<file path="config.mk">
export PLATFORM = sky130hd
export DESIGN_NAME = rv_decode_stage
export DESIGN_NICKNAME = d
export VERILOG_FILES = /design/src/rtl/rv_decode_stage.sv
export SDC_FILE = /design/constraint.sdc
export NUM_CORES = 1
export LEC_CHECK = 0
export ABC_AREA = 1
export ABC_CLOCK_PERIOD_IN_PS = 7100
export CAP_MARGIN = 20
export CORE_MARGIN = 1
export CORE_UTILIZATION = 41
export CTS_BUF_LIST = sky130_fd_sc_hd__clkbuf_4
export CTS_CLUSTER_DIAMETER = 200
export CTS_CLUSTER_SIZE = 20
export DETAILED_ROUTE_END_ITERATION = 10
export SYNTH_ARGS = -nofsm -noshare
export SYNTH_HDL_FRONTEND = slang
export SYNTH_SLANG_ARGS = --single-unit
</file>
<file path="constraint.sdc">
create_clock -name clk -period 7.1 [get_ports clk]
set_clock_uncertainty 0.1 [all_clocks]
set_input_delay 1.065 -clock clk [delete_from_list [all_inputs] [get_ports clk]]
set_output_delay 1.065 -clock clk [all_outputs]
set_load 0.03 [all_outputs]
</file>
<file path="src/rtl/rv_decode_stage.sv">
// ============================================================================
// rv_decode_stage
//
// Registered RISC-V decode stage placed between instruction fetch and
// register-read/ALU. Each accepted instruction is decoded combinationally
// into register indices, control strobes, a sign-extended immediate and the
// PC-relative target. The decoded bundle is registered and presented one
// clock later. A one-entry skid buffer keeps the stage at one instruction
// per clock under backpressure.
//
// Parameters:
//   XLEN          datapath width of pc/imm/target (32 or 64)
//   RESET_PC_TAG  value shown on out_pc whenever out_valid is low
//
// Ports:
//   clk, rst                 clock (rising edge), synchronous active-high reset
//   in_valid/in_ready        upstream handshake
//   in_instr, in_pc          instruction word and its address
//   out_valid/out_ready      downstream handshake
//   out_pc                   PC of the decoded instruction
//   out_rs1/rs2/rd           register indices
//   out_funct3/out_funct7    raw function fields
//   out_imm, out_target      sign-extended immediate, out_pc + out_imm
//   out_fmt                  0=R 1=I 2=S 3=B 4=U 5=J 7=none
//   out_alu_src .. out_jump  control strobes
//   out_alu_op               00 add, 01 branch cmp, 10 funct, 11 pass imm
//   out_illegal              instruction not supported
//
// Optional feature (macro DECODE_PERF_CNT_EN):
//   out_retire_cnt, out_illegal_cnt  saturating 32-bit transfer counters
// ============================================================================
module rv_decode_stage #(
    parameter int unsigned     XLEN         = 64,
    parameter logic [XLEN-1:0] RESET_PC_TAG = '0
) (
    input  logic            clk,
    input  logic            rst,
    input  logic            in_valid,
    output logic            in_ready,
    input  logic [31:0]     in_instr,
    input  logic [XLEN-1:0] in_pc,
    output logic            out_valid,
    input  logic            out_ready,
    output logic [XLEN-1:0] out_pc,
    output logic [4:0]      out_rs1,
    output logic [4:0]      out_rs2,
    output logic [4:0]      out_rd,
    output logic [2:0]      out_funct3,
    output logic [6:0]      out_funct7,
    output logic [XLEN-1:0] out_imm,
    output logic [XLEN-1:0] out_target,
    output logic [2:0]      out_fmt,
    output logic            out_alu_src,
    output logic            out_mem_read,
    output logic            out_mem_write,
    output logic            out_mem_to_reg,
    output logic            out_reg_write,
    output logic            out_branch,
    output logic            out_jump,
    output logic [1:0]      out_alu_op,
    output logic            out_illegal
`ifdef DECODE_PERF_CNT_EN
    ,
    output logic [31:0]     out_retire_cnt,
    output logic [31:0]     out_illegal_cnt
`endif
);

    typedef enum logic [2:0] {
        FMT_R    = 3'd0,
        FMT_I    = 3'd1,
        FMT_S    = 3'd2,
        FMT_B    = 3'd3,
        FMT_U    = 3'd4,
        FMT_J    = 3'd5,
        FMT_NONE = 3'd7
    } fmt_e;

    typedef enum logic [1:0] {
        ALU_ADD    = 2'b00,
        ALU_BRANCH = 2'b01,
        ALU_FUNCT  = 2'b10,
        ALU_LUI    = 2'b11
    } alu_op_e;

    localparam logic [6:0] OP_REG    = 7'b0110011;
    localparam logic [6:0] OP_IMM    = 7'b0010011;
    localparam logic [6:0] OP_LOAD   = 7'b0000011;
    localparam logic [6:0] OP_STORE  = 7'b0100011;
    localparam logic [6:0] OP_BRANCH = 7'b1100011;
    localparam logic [6:0] OP_LUI    = 7'b0110111;
    localparam logic [6:0] OP_AUIPC  = 7'b0010111;
    localparam logic [6:0] OP_JAL    = 7'b1101111;
    localparam logic [6:0] OP_JALR   = 7'b1100111;

    typedef struct packed {
        logic [XLEN-1:0] pc;
        logic [4:0]      rs1;
        logic [4:0]      rs2;
        logic [4:0]      rd;
        logic [2:0]      funct3;
        logic [6:0]      funct7;
        logic [XLEN-1:0] imm;
        logic [XLEN-1:0] target;
        fmt_e            fmt;
        logic            alu_src;
        logic            mem_read;
        logic            mem_write;
        logic            mem_to_reg;
        logic            reg_write;
        logic            branch;
        logic            jump;
        alu_op_e         alu_op;
        logic            illegal;
    } bundle_t;

    // Bundle shown while the output is empty; also the reset value.
    function automatic bundle_t idle_bundle();
        bundle_t b;
        b     = '0;
        b.pc  = RESET_PC_TAG;
        b.fmt = FMT_NONE;
        return b;
    endfunction

    // ------------------------------------------------------------------
    // Combinational decode of the incoming instruction
    // ------------------------------------------------------------------
    bundle_t         dec;
    logic [6:0]      opcode;
    logic [2:0]      f3;
    logic            known_op;
    logic            bad_f3;
    logic [31:0]     imm32;
    logic [XLEN-1:0] imm_x;

    always_comb begin
        // NOTE: every signal written here gets a default first, so no path
        // leaves it unassigned and no latch is inferred.
        opcode   = in_instr[6:0];
        f3       = in_instr[14:12];
        known_op = 1'b1;
        bad_f3   = 1'b0;
        imm32    = '0;
        dec      = '0;

        dec.pc     = in_pc;
        dec.rs1    = in_instr[19:15];
        dec.rs2    = in_instr[24:20];
        dec.rd     = in_instr[11:7];
        dec.funct3 = f3;
        dec.funct7 = in_instr[31:25];
        dec.fmt    = FMT_NONE;
        dec.alu_op = ALU_ADD;

        unique case (opcode)
            OP_REG: begin
                dec.fmt       = FMT_R;
                dec.alu_op    = ALU_FUNCT;
                dec.reg_write = 1'b1;
            end
            OP_IMM: begin
                dec.fmt       = FMT_I;
                dec.alu_src   = 1'b1;
                dec.alu_op    = ALU_FUNCT;
                dec.reg_write = 1'b1;
            end
            OP_LOAD: begin
                dec.fmt        = FMT_I;
                dec.alu_src    = 1'b1;
                dec.mem_read   = 1'b1;
                dec.mem_to_reg = 1'b1;
                dec.reg_write  = 1'b1;
                bad_f3 = (f3 == 3'b111) ||
                         ((XLEN == 32) && ((f3 == 3'b011) || (f3 == 3'b110)));
            end
            OP_STORE: begin
                dec.fmt       = FMT_S;
                dec.alu_src   = 1'b1;
                dec.mem_write = 1'b1;
                bad_f3 = (f3 > 3'b011) || ((XLEN == 32) && (f3 == 3'b011));
            end
            OP_BRANCH: begin
                dec.fmt    = FMT_B;
                dec.branch = 1'b1;
                dec.alu_op = ALU_BRANCH;
                bad_f3 = (f3 == 3'b010) || (f3 == 3'b011);
            end
            OP_LUI: begin
                dec.fmt       = FMT_U;
                dec.alu_src   = 1'b1;
                dec.alu_op    = ALU_LUI;
                dec.reg_write = 1'b1;
            end
            OP_AUIPC: begin
                // Result is out_target (pc + imm); no ALU operand select.
                dec.fmt       = FMT_U;
                dec.reg_write = 1'b1;
            end
            OP_JAL: begin
                dec.fmt       = FMT_J;
                dec.jump      = 1'b1;
                dec.reg_write = 1'b1;
            end
            OP_JALR: begin
                dec.fmt       = FMT_I;
                dec.jump      = 1'b1;
                dec.alu_src   = 1'b1;
                dec.reg_write = 1'b1;
            end
            default: known_op = 1'b0;
        endcase

        // Immediate is rebuilt from the live instruction word every time.
        unique case (dec.fmt)
            FMT_I:   imm32 = {{20{in_instr[31]}}, in_instr[31:20]};
            FMT_S:   imm32 = {{20{in_instr[31]}}, in_instr[31:25], in_instr[11:7]};
            FMT_B:   imm32 = {{19{in_instr[31]}}, in_instr[31], in_instr[7],
                              in_instr[30:25], in_instr[11:8], 1'b0};
            FMT_U:   imm32 = {in_instr[31:12], 12'b0};
            FMT_J:   imm32 = {{11{in_instr[31]}}, in_instr[31], in_instr[19:12],
                              in_instr[20], in_instr[30:21], 1'b0};
            default: imm32 = '0;
        endcase

        imm_x       = {XLEN{imm32[31]}};
        imm_x[31:0] = imm32;
        dec.imm     = imm_x;
        dec.target  = in_pc + imm_x;   // wraps modulo 2^XLEN

        dec.illegal = ~known_op || (in_instr[1:0] != 2'b11) || bad_f3;
        if (dec.illegal) begin
            dec.fmt        = FMT_NONE;
            dec.mem_read   = 1'b0;
            dec.mem_write  = 1'b0;
            dec.mem_to_reg = 1'b0;
            dec.reg_write  = 1'b0;
            dec.branch     = 1'b0;
            dec.jump       = 1'b0;
        end
        if (dec.rd == 5'd0) begin
            dec.reg_write = 1'b0;
        end
    end

    // ------------------------------------------------------------------
    // Output register + skid entry. {out_valid_q, skid_valid_q} encodes
    // EMPTY (00), ONE (10) and TWO (11).
    // ------------------------------------------------------------------
    bundle_t out_q, out_d;
    bundle_t skid_q, skid_d;
    logic    out_valid_q, out_valid_d;
    logic    skid_valid_q, skid_valid_d;
    logic    out_upd;
    logic    accept;

    assign in_ready = ~skid_valid_q;
    assign accept   = in_valid & in_ready;
    assign out_upd  = ~out_valid_q | out_ready;

    always_comb begin
        out_d        = out_q;
        out_valid_d  = out_valid_q;
        skid_d       = skid_q;
        skid_valid_d = skid_valid_q;

        if (out_upd) begin
            if (skid_valid_q) begin
                // in_ready is low while the skid is full, so no input races it.
                out_d        = skid_q;
                out_valid_d  = 1'b1;
                skid_d       = idle_bundle();
                skid_valid_d = 1'b0;
            end else if (accept) begin
                out_d       = dec;
                out_valid_d = 1'b1;
            end else begin
                out_d       = idle_bundle();
                out_valid_d = 1'b0;
            end
        end else if (accept) begin
            skid_d       = dec;
            skid_valid_d = 1'b1;
        end
    end

    always_ff @(posedge clk) begin
        // NOTE: sequential state uses non-blocking assignment so every flop
        // samples the pre-edge values regardless of statement order.
        if (rst) begin
            // NOTE: the data registers are reset as well as the valids, so
            // the reset bundle (fmt=7, imm=0, pc tag) is visible downstream.
            out_q        <= idle_bundle();
            out_valid_q  <= 1'b0;
            skid_q       <= idle_bundle();
            skid_valid_q <= 1'b0;
        end else begin
            out_q        <= out_d;
            out_valid_q  <= out_valid_d;
            skid_q       <= skid_d;
            skid_valid_q <= skid_valid_d;
        end
    end

    assign out_valid      = out_valid_q;
    assign out_pc         = out_q.pc;
    assign out_rs1        = out_q.rs1;
    assign out_rs2        = out_q.rs2;
    assign out_rd         = out_q.rd;
    assign out_funct3     = out_q.funct3;
    assign out_funct7     = out_q.funct7;
    assign out_imm        = out_q.imm;
    assign out_target     = out_q.target;
    assign out_fmt        = out_q.fmt;
    assign out_alu_src    = out_q.alu_src;
    assign out_mem_read   = out_q.mem_read;
    assign out_mem_write  = out_q.mem_write;
    assign out_mem_to_reg = out_q.mem_to_reg;
    assign out_reg_write  = out_q.reg_write;
    assign out_branch     = out_q.branch;
    assign out_jump       = out_q.jump;
    assign out_alu_op     = out_q.alu_op;
    assign out_illegal    = out_q.illegal;

`ifdef DECODE_PERF_CNT_EN
    // ------------------------------------------------------------------
    // Saturating transfer counters
    // ------------------------------------------------------------------
    logic [31:0] retire_cnt_q, retire_cnt_d;
    logic [31:0] illegal_cnt_q, illegal_cnt_d;
    logic        xfer;

    assign xfer = out_valid_q & out_ready;

    always_comb begin
        retire_cnt_d  = retire_cnt_q;
        illegal_cnt_d = illegal_cnt_q;
        if (xfer && (retire_cnt_q != 32'hFFFF_FFFF)) begin
            retire_cnt_d = retire_cnt_q + 32'd1;
        end
        if (xfer && out_q.illegal && (illegal_cnt_q != 32'hFFFF_FFFF)) begin
            illegal_cnt_d = illegal_cnt_q + 32'd1;
        end
    end

    always_ff @(posedge clk) begin
        if (rst) begin
            retire_cnt_q  <= '0;
            illegal_cnt_q <= '0;
        end else begin
            retire_cnt_q  <= retire_cnt_d;
            illegal_cnt_q <= illegal_cnt_d;
        end
    end

    assign out_retire_cnt  = retire_cnt_q;
    assign out_illegal_cnt = illegal_cnt_q;
`endif

endmodule

</file>
# == Word level (Yosys, flattened, before mapping) ==
# Cells that the tools add are included.
# classes
reduce_logical,14
eq_ne,19
n_addsub,1
n_lt_le_gt_ge,1
n_mux,21
n_bitwise,5
# op_table
cell,count
$mux 230,5
$pmux 32 s5,1
$add 64x64->64,1
$eq 7x6->1 const B,3
$eq 7x7->1 const B,3
$pmux 3 s6,1
$eq 7x5->1 const B,2
$eq 3x2->1 const B,4
$mux 1,10
$eq 3x3->1 const B,3
$reduce_or 9->1,1
$reduce_or 2->1,4
$eq 7x2->1 const B,1
$reduce_or 7->1,1
$mux 6,1
$pmux 2 s3,1
$logic_not 5->1,1
$reduce_or 5->1,1
$ne 2x2->1 const B,2
$eq 3x1->1 const B,1
$gt 3x2->1 const B,1
$logic_or 1x1->1,3
$mux 3,1
$not 1->1,3
other kinds (6),6
# totals
ff_bits,462
in_bits,100
out_inout_bits,232
elab_cells,99

# == Logic depth before layout (Yosys ltp) ==
# Gate-level depths: netlist of the first run.
# logic_depth
word_depth,10
mapped_depth,25
depth_no_buf,24

# == Worst setup path before layout of the first run ==
# Ideal clock, no wire load.
# synth_timing
path_kind,input-to-reg
startpoint,input port in_instr[3]
endpoint,register skid_q[63] (netlist name)
path_buffers,2
setup_time_ns,0.132
t_arrival_ns,3.695
slack_ns,3.172
path_stages,23
t_required_ns,6.868
cell_sequence,inv_1 -> nand2_1 -> nor2_4 -> nand2_1 -> nand3_2 -> buf_6 -> inv_1 -> nand3_1 -> nand2_1 -> clkbuf_1 -> o21ai_0 -> ha_1 -> a21oi_1 -> inv_1 -> a21oi_1 -> nand3b_1 -> nand3_1 -> a21oi_1 -> nor2_1 -> nor2_1 -> nand3_1 -> nand3_1 -> a21oi_1
# synth_via
elab_chain_cells,8
elab_cells_between_ends,21
classes_between,add/sub: 1; eq/ne: 14; mux: 4; reduce/logical: 2
# synth_lines
item,line_no,rtl
"start, declared",40,"input logic [31:0] in_instr,"
$eq 7x7->1 (tied with other cells),156,unique case (opcode)
$reduce_or 3->1 (no line) / $reduce_or 2->1 (equally long branches),--,
$pmux 3 s6 (*),156,
$eq 3x3->1 (tied with other cells),215,unique case (dec.fmt)
$pmux 32 s5 (*),215,
$add 64x64->64 (*),229,dec.target = in_pc + imm_x;
$mux 230 (*),281,end else if (accept) begin
$mux 230 (*),267,if (out_upd) begin
"end signal, assigned",295,skid_q <= idle_bundle();
"end signal, assigned",300,skid_q <= skid_d;
"end, declared",251,"bundle_t skid_q, skid_d;"
# Every way passes the cells marked *; elsewhere a longest branch is shown, timed or not. The select of a mux whose other input is x is not followed.
# A chain may end at the register's enable or synchronous reset.

# == Final worst setup path of the first run ==
# layout_timing
startpoint,input port in_instr[2]
endpoint,register skid_q[54] (netlist name)
# Same word-level chain as after synthesis.

==> results of run 1 <==
-- sequential cells by signal, summed over array words and instances (netlist names) --
signal and cells:
out_reg_write 1, out_imm 32, out_target 64, out_rs1 5, out_mem_write 1, out_fmt 3, out_alu_op 2, skid_q 197
out_branch 1, out_illegal 1, out_funct3 3, out_pc 64, out_funct7 7, out_jump 1, skid_valid_q 1, out_rd 5
out_valid 1, out_alu_src 1, out_rs2 5, out_mem_read 1
-- worst min path at each step --
stage	from	to	cells past startpoint
2_1_floorplan	skid_q[3]	skid_q[3]	2
3_3_place_gp	skid_q[3]	skid_q[3]	2
3_5_place_dp	skid_q[48]	skid_q[48]	2
4_1_cts	skid_q[48]	skid_q[48]	2
5_1_grt	skid_q[40]	skid_q[40]	2
6_report	skid_q[44]	skid_q[44]	2
-- cell families (layout without fill, tap and decap cells) --
kind of cell,count (synthesis),count (layout)
simple gates,1583,1583
compound gates,670,670
buf+inv,490,634
flops,396,396
xor+xnor,62,62
fa+ha+maj,18,18
other cells,0,1
-- power by group through the flow --
stage,Combinational [uW],Sequential [uW],Clock (uW)
2_1_floorplan,413,2500,0
3_3_place_gp,914,2410,0
3_5_place_dp,916,2410,0
4_1_cts,920,2370,936
5_1_grt,982,2380,989
6_report,924,2370,894
-- worst max-delay path: stages --
cell and delay, ns:
sky130_fd_sc_hd__clkdlybuf4s50_1 0.50, sky130_fd_sc_hd__inv_1 0.05, sky130_fd_sc_hd__nand2_1 0.10, sky130_fd_sc_hd__nor2_4 0.11
sky130_fd_sc_hd__nand2_1 0.15, sky130_fd_sc_hd__nand3_2 0.26, sky130_fd_sc_hd__inv_1 0.23, sky130_fd_sc_hd__nand3_1 0.09
sky130_fd_sc_hd__nand2_1 0.22, sky130_fd_sc_hd__o21ai_0 0.47, sky130_fd_sc_hd__ha_1 0.66, sky130_fd_sc_hd__nand2_1 0.11
sky130_fd_sc_hd__nor2_1 0.15, sky130_fd_sc_hd__inv_1 0.10, sky130_fd_sc_hd__nor2_1 0.31, sky130_fd_sc_hd__inv_1 0.22
sky130_fd_sc_hd__nor2_1 0.14, sky130_fd_sc_hd__nand2_1 0.08, sky130_fd_sc_hd__nand3_1 0.22, sky130_fd_sc_hd__nand2_1 0.13
sky130_fd_sc_hd__nand2_1 0.08, sky130_fd_sc_hd__nand2_1 0.10, sky130_fd_sc_hd__nand3_1 0.11, sky130_fd_sc_hd__a21oi_1 0.07
-- placed cells by master, fill, tap and decap left out, types with 19 or more instances in the layout --
| cell type | Yosys | routed |
|---|---|---|
| sky130_fd_sc_hd__nor2_1 | 165 | 160 |
| sky130_fd_sc_hd__inv_1 | 238 | 237 |
| sky130_fd_sc_hd__a31oi_1 | 128 | 128 |
| sky130_fd_sc_hd__nand2_1 | 975 | 973 |
| sky130_fd_sc_hd__dfxtp_1 | 396 | 395 |
| sky130_fd_sc_hd__clkbuf_4 | 0 | 23 |
| sky130_fd_sc_hd__nand3_1 | 353 | 353 |
| sky130_fd_sc_hd__o31ai_1 | 51 | 51 |
| sky130_fd_sc_hd__xor2_1 | 42 | 42 |
| sky130_fd_sc_hd__o21ai_0 | 143 | 143 |
| sky130_fd_sc_hd__o41ai_1 | 29 | 29 |
| sky130_fd_sc_hd__a21oi_1 | 275 | 275 |
| sky130_fd_sc_hd__buf_4 | 36 | 19 |
| sky130_fd_sc_hd__clkdlybuf4s50_1 | 0 | 330 |
-- layer usage --
metal / vias to the layer above / track usage [%]
met1: 10869 / 40.74
met4: 2 / 17.28
met3: 175 / 3.347
met5: - / 0
li1: 10876 / -
met2: 899 / 58.86
-- through the flow --
step / hold WS, ns / instance area [um^2] / util [%] / worst slack [ns] / power, uW
5_1_grt: 0.3926 / 24970 / 48.48 / 1.785 / 4347
2_1_floorplan: 0.3410 / 21420 / - / 3.172 / 2914
4_1_cts: 0.3791 / 24940 / 48.42 / 2.276 / 4222
3_5_place_dp: 0.3547 / 24740 / 48.02 / 1.311 / 3326
3_3_place_gp: 0.3501 / 24740 / 48.02 / 1.295 / 3324
6_report: 0.3795 / 24970 / 48.48 / 1.964 / 4184
-- final cells by class --
class / instances / share of cell area, %
flip-flops and latches: 396 / 31.75
clock buffers: 23 / 0.6914
multi-input cells: 2333 / 45.87
repair buffers: 355 / 14.27
clock inverters: 2 / 0.1353
diodes: 1 / 0.01002
inverters: 254 / 3.858
well taps: 680 / 3.407
==> impl.org, run 1 <==
** STA
- Final count of negative-setup-slack endpoints :: 0
- At the pin with the least slew margin, the transition time is 1.260 ns.
- Setup repair after global routing left no endpoint under its margin.
- Highest Clock Rate :: 0.1947 GHz
- Count of final hold-check violations :: 0
- Post-route minimum period :: 5.136 ns
- Worst max-slew margin expressed relative to the limit :: 14.93%
- Setup total negative slack on the finished layout was measured at 0 ns.
- Of the available clock period, the critical path in the final layout requires 72.34%.
- Total count of max-transition violations in the final report :: 0

** Yosys
- The largest total area in the synthesized netlist belongs to sky130_fd_sc_hd__dfxtp_1.
- Netlist area before placement :: 21420 um^2
- Summing the areas of all compound-gate instances in the mapped netlist gives 18.03% of the synthesized area.
- Sorting the synthesized cells by how often they occur yields 975 x sky130_fd_sc_hd__nand2_1, 396 x sky130_fd_sc_hd__dfxtp_1, 353 x sky130_fd_sc_hd__nand3_1.
- Yosys printed 0 warnings.
- Counting flops and latches in the post-synthesis netlist gives 396.
- Summed over its instances, the top area cell type makes up 37.01% of the synthesized netlist area.
- After technology mapping, the gate count stands at 3219.
- Post-synth top flop :: sky130_fd_sc_hd__dfxtp_1
- Yosys mapped the design onto 52 distinct sky130hd cell types.
- The average instance in the mapped netlist occupies 6.654 um^2.
- Post-Synthesis Net Count :: 3337
- Post-synthesis xor/xnor area fraction :: 3.043%
- Async SR Flop Fraction :: 0%
- Main combinational cell family by area after synthesis :: simple AND/OR/NAND/NOR gates
- Of the post-synthesis cell area, the part taken by muxes is 0%.
- Largest cells by area after synthesis :: sky130_fd_sc_hd__dfxtp_1 37%, sky130_fd_sc_hd__nand2_1 17%, sky130_fd_sc_hd__nand3_1 8.2%, sky130_fd_sc_hd__a21oi_1 6.4%, sky130_fd_sc_hd__inv_1 4.2%
- The share of the Yosys chip area taken by registers is 37.01%.
- Post-synthesis simple-gate area fraction :: 31.16%
- The synthesized design contains 0 enable-type register cells.
- Summing the areas of all fa, ha and maj instances in the mapped netlist gives 1.051% of the synthesized area.
- The most common cell in the synthesized netlist is sky130_fd_sc_hd__nand2_1.

** Floorplan
- Chip height :: 230.6 um
- Number of top-level pins :: 332
- Starting utilization of the core area :: 41.58%
- The die covers 53160 um^2.
- Core Region :: 51510 um^2
- Total number of placement rows :: 83
- Horizontal die dimension :: 230.6 um

** Power
- The clock network burns 21.4% of the power.
- Max VDD drop :: 0.1256 mV
- LEAKAGE :: 0.009764 uW
- Combinational share of power :: 22.1%
- Total internal power :: 2784 uW
- Sequential cells burn 56.6% of the power.
- In this run switching power makes up 33.46% of total power.
- For this design the total switching power over the nets is 1400 uW.
- In this run the power density over the cells is 167.5 nW/um^2.

** GRT
- Global-route wire length before repair :: 136300 um
- Largest net degree at the start of global routing :: 150
- After global routing the overflow that remains totals 0.
- The via count of the first global-routing pass is 21593.
- Tot GR Track Use :: 33.62%
- Number of antenna violations at the first check in global routing :: 3

** Drt
- After detailed routing, the met3 layer carries 4858 um of wire.
- Detailed-route via count :: 22821
- Met2 layer wire length in the routed design :: 44520 um
- DRT Wirelength :: 91580 um
- Drt pass-1 iters :: 6
- Dividing the detail-routed wire length by the instance count gives 22.65 um.
- The detailed router put a total of 36760 um of wire on met1.
- In this run the remaining antenna-violating nets after routing total 0.
- DRC :: 0
- In the routed layout, each cell is associated on average with a via count of 5.643.
- Top metal layer carrying routed signals :: met5
- For this block, the initial DRC count from the detailed router was 1914.

** Cells and area
- Registers take 7929 um^2.
- The net count of the finished layout is 3481.
- Relative area change from synthesis to final layout :: 16.59%
- In the final layout, the multi-input gates occupy 11460 um^2.
- Leaving out filler cells and counting taps, the final layout contains 4044.
- Number of fill cells :: 5394
- The post-route netlist has 4.014% of its cells at a drive strength greater than 1.

** CTS
- Root buf cell :: sky130_fd_sc_hd__clkbuf_4
- After clock tree synthesis, the flow added hold-fix buffers numbering 0.
- Setup Buffers After CTS :: 0
- TritonCTS clock tree :: done
- Count of cells resized by post-cts repair :: 0
- Clock tree synthesis found a total of 396 sinks.
- Worst-path clk slew :: 0.20 ns
- Number of H-tree levels :: 1
- Clock tree synthesis inserted a total of 23 buffers.
- Bufs on Longest Clock Path :: 3
- The clock reaches the later pin of the worst-skew pair after 0.86 ns.

** Critical path
- Startpoint of the worst-slack reg-to-reg timing path :: skid_valid_q
- Required time reported for the critical path endpoint :: 7.70 ns
- Counting cells, the worst reg-to-reg path comes to 8.
- Minimum setup slack among reg-to-reg paths :: 3.11 ns
- In this run the worst setup path begins at in_instr[2].
- STA classifies the critical path endpoint as a flop.
- Startpoint kind of the worst setup timing path :: primary input
- STA puts the critical path data arrival time at 5.74 ns.
- The endpoint identified for the worst register-to-register timing path is out_pc[10].
- Following the worst setup path forward leads to its endpoint at skid_q[54].
- Largest fanout on the critical path :: 24
- The critical path is of the in2reg type.

** Place
- Routability-driven placement finished with a final weighted congestion of 1.012.
- Buffers added on ports :: 331
- Cells after DPL :: 4017
- After legalization and detailed placement, the total HPWL measured 67980 um.

** Job
- Max-cap violations in this run came to 0.

** Hold path
- Class of the worst hold path :: reg2reg

** Run status
- The run finished with clean final reports.
No activity file was read; power rests on OpenSTA's default activity.
==> inputs of run 2 (changes only) <==
--- a/config.mk
+++ b/config.mk
@@ -6,7 +6,7 @@
 export NUM_CORES = 1
 export LEC_CHECK = 0
 export ABC_AREA = 1
-export ABC_CLOCK_PERIOD_IN_PS = 7100
+export ABC_CLOCK_PERIOD_IN_PS = 4240
 export CAP_MARGIN = 20
 export CORE_MARGIN = 1
 export CORE_UTILIZATION = 41
@@ -14,6 +14,7 @@
 export CTS_CLUSTER_DIAMETER = 200
 export CTS_CLUSTER_SIZE = 20
 export DETAILED_ROUTE_END_ITERATION = 10
+export PLACE_DENSITY = 0.66
 export SYNTH_ARGS = -nofsm -noshare
 export SYNTH_HDL_FRONTEND = slang
 export SYNTH_SLANG_ARGS = --single-unit
==> constraint.sdc (replaced) <==
create_clock -name clk -period 4.24 [get_ports clk]
set_clock_uncertainty 0.1 [all_clocks]
set_input_delay 0.636 -clock clk [delete_from_list [all_inputs] [get_ports clk]]
set_output_delay 0.636 -clock clk [all_outputs]
set_load 0.03 [all_outputs]
==> run 2 against run 1 <==
  * Power grew 68%
  * Sequential cell count unchanged
  * Utilization grew 2.4 points
  * Non-clock buffer count up 160
  * Critical path type unchanged
  * Sequential share of layout area fell by 1.5 points
  * Critical path depth fell by 5
  * Worst hold slack worse by 0.056 ns
==> impl.org, run 2 (synthesis results as in run 1) <==
** Floorplan
- The top-level I/O count was 332 (unchanged).
- The total die area came to 53160 um^2 (unchanged).
- The y dimension of the die is 230.6 um (unchanged).
- The die boundary width was 230.6 um (unchanged).
- Core Region :: 51510 um^2 (unchanged)
- The initial standard-cell utilization of the core was 41.58% (unchanged).
- Total number of placement rows :: 83 (unchanged)

** CTS
- TritonCTS clock tree :: done
- The deepest clock path buffer count came to 3 (unchanged).
- The tree is rooted in a sky130_fd_sc_hd__clkbuf_4.
- The number of clock sinks seen by CTS is 396 (unchanged).
- Clock buffers created by TritonCTS :: 23 (unchanged)
- The clock insertion delay at the later pin of the skew report is 0.81 ns (-0.05 ns).
- Worst-path clk slew :: 0.20 ns (about the same)
- The buffers inserted during post-CTS setup optimization was 0 (unchanged).
- The maximum level of the CTS H-tree came to 1 (unchanged).

** Drt
- Post-DR wirelength/cell :: 20.05 um (-11%)
- Final ANT Viol Nets :: 0 (unchanged)
- The total detailed-routing wirelength came to 84320 um (-7.9%).
- Detailed-route via count :: 22857 (+0.16%)
- The first-pass detailed-route iteration total is 6 (unchanged).
- The final routed DRC violation total is 0 (unchanged).
- The violation count after the first detailed-routing iteration came to 2197 (+15%).
- The number of vias per cell after detailed routing came to 5.434 (-3.7%).

** GRT
- The wire length of the first global-routing pass is 127600 um (-6.4%).
- Global route overflow :: 0 (unchanged)
- The via count of the first global-routing pass was 21246 (-1.6%).
- Tot GR Track Use :: 30.89% (-2.7 points)
- The largest net degree at the start of global routing was 152 (+1.3%).
- Number of antenna violations at the first check in global routing :: 5 (+2)

** Place
- The cell total after placement was 4176 (+4.0%).
- Placed Area :: 25960 um^2 (+5.0%)
- The routability congestion estimate is 1.060 (+4.8%).
- Buffers added on ports :: 331 (unchanged)
- The estimated wirelength of the detail-placed design came to 61950 um (-8.9%).

** Critical path
- Required time reported for the critical path endpoint :: 4.90 ns (-2.80 ns)
- By startpoint and endpoint, the worst setup path is classified as in2reg.
- Arrival time of data at the critical path endpoint :: 4.33 ns (-1.41 ns)
- The worst setup path is launched from a primary input.
- Type of element capturing the critical path :: flop
- The maximum fanout count along the critical path is 10 (-58%).

** Job
- Maxcap violations :: 0 (unchanged)

** STA
- Aggregate negative setup slack :: 0 ns (unchanged)
- Based on the critical path, the design can be clocked at up to 0.2724 GHz.
- The slew at the pin with the worst max-slew slack was 1.057 ns (-0.2024 ns).
- Worst max-slew margin expressed relative to the limit :: 29.52% (+15 points)
- The total setup violations reported at the end of the flow is 0 (unchanged).
- The total count of hold-check failures in the final report was 0 (unchanged).
- Total count of max-transition violations in the final report :: 0 (unchanged)
- The worst path uses 86.58% of the clock period.
- Smallest hold slack :: 0.3231 ns (-0.05644 ns)
- Post-route minimum period :: 3.671 ns
- Setup repair after global routing left no endpoint under its margin.

** Cells and area
- Commonest cells after routing, fill and taps aside :: 973 x sky130_fd_sc_hd__nand2_1, 395 x sky130_fd_sc_hd__dfxtp_1, 353 x sky130_fd_sc_hd__nand3_1, 330 x sky130_fd_sc_hd__clkdlybuf4s50_1, 275 x sky130_fd_sc_hd__a21oi_1
- More flip-flops sit in one register than any other, and that register is skid_q.
- The number of flip-flops in the largest register is 197 (unchanged).
- Most common cell after layout, fill and taps aside :: sky130_fd_sc_hd__nand2_1
- Post-route standard cell area excluding fillers :: 26220 um^2 (+5.0%)
- The net count reported at finish was 3641 (+4.6%).
- Relative area change from synthesis to final layout :: 22.40%
- Share of layout cells above drive strength 1 :: 8.345% (+4.3 points)
- The number of non-filler instances in the completed layout came to 4206 (+4.0%).

** Power
- The maximum resistive drop on vdd came to 0.2185 mV (+74%).
- LEAKAGE :: 0.01056 uW (+8.2%)
- The total design power is 7034 uW (+68%).
- The power per cell area came to 268.3 nW/um^2 (+60%).

** Run status
- The run finished with clean final reports.

** Hold path
- Class of the worst hold path :: in2reg
==> run 2: cell types whose count changed in the layout (fill, tap and decap cells not counted), sizes merged <==
cell,before,now
dlygate4sd3,0,1
buf,25,184
diode,1,3
==> run 2: worst paths after layout <==
path	from	to	slack [ns]	depth (start not counted)
min reg2reg	skid_q[3]	skid_q[3]	0.37	2
min	in_instr[15]	out_rs1[0]	0.32	3
max	in_instr[0]	out_target[52]	0.57	19
max reg2reg	skid_valid_q	out_pc[52]	1.93	6
==> run 2: critical path, stage by stage <==
cell and delay, ns:
sky130_fd_sc_hd__clkdlybuf4s50_1 0.47, sky130_fd_sc_hd__nand2_2 0.09, sky130_fd_sc_hd__nor2_2 0.21, sky130_fd_sc_hd__nand2_1 0.15, sky130_fd_sc_hd__buf_4 0.20, sky130_fd_sc_hd__o21ai_0 0.59, sky130_fd_sc_hd__ha_1 0.38, sky130_fd_sc_hd__buf_4 0.17
sky130_fd_sc_hd__nand2_1 0.12, sky130_fd_sc_hd__nor2_1 0.06, sky130_fd_sc_hd__nor2_1 0.13, sky130_fd_sc_hd__o21ai_0 0.17, sky130_fd_sc_hd__a21oi_1 0.30, sky130_fd_sc_hd__nor2_1 0.08, sky130_fd_sc_hd__nor2_1 0.13, sky130_fd_sc_hd__nand2_1 0.06
sky130_fd_sc_hd__nand2_1 0.12, sky130_fd_sc_hd__nand3_1 0.10, sky130_fd_sc_hd__a21oi_1 0.14
==> run 2: area by class of cell <==
cell class	instances	area, um^2
Timing Repair Buffer	515	4803
Tap cell	680	850.8
Multi-Input combinational cell	2333	11460
Inverter	254	963.4
Clock inverter	2	33.78
Sequential cell	396	7929
Antenna cell	3	7.507
Fill cell	5313	25290
Clock buffer	23	172.7
==> run 2: routing by layer <==
| metal | share of wire, % | track usage (%) | up-vias | wire length, um |
|---|---|---|---|---|
| li1 | - | - | 11198 | - |
| met2 | 48 | 52.71 | 856 | 40150 |
| met3 | 6.6 | 3.990 | 150 | 5570 |
| met4 | 4.4 | 12.54 | 2 | 3730 |
| met5 | 0.015 | 0 | - | 13 |
| met1 | 41 | 39.22 | 10651 | 34860 |
==> run 2: what timing repair did <==
action,CTS,global route
hold buffers,1,0
resized for setup,0,0
hold endpoints to repair,14,0
==> run 2: power by group <==
part           leakage (uW)  internal, uW  switching [uW]
Combinational       0.00722           559            1060
Clock              0.000124           314            1150
Sequential          0.00322          3870            84.4
==> run 2: metrics by stage <==
step	utilization [%]	setup WS (ns)
2_1_floorplan	-	0.7414
3_3_place_gp	50.40	-0.3083
3_5_place_dp	50.41	-0.2558
4_1_cts	50.83	0.5995
5_1_grt	50.89	0.3123
6_report	50.90	0.5691
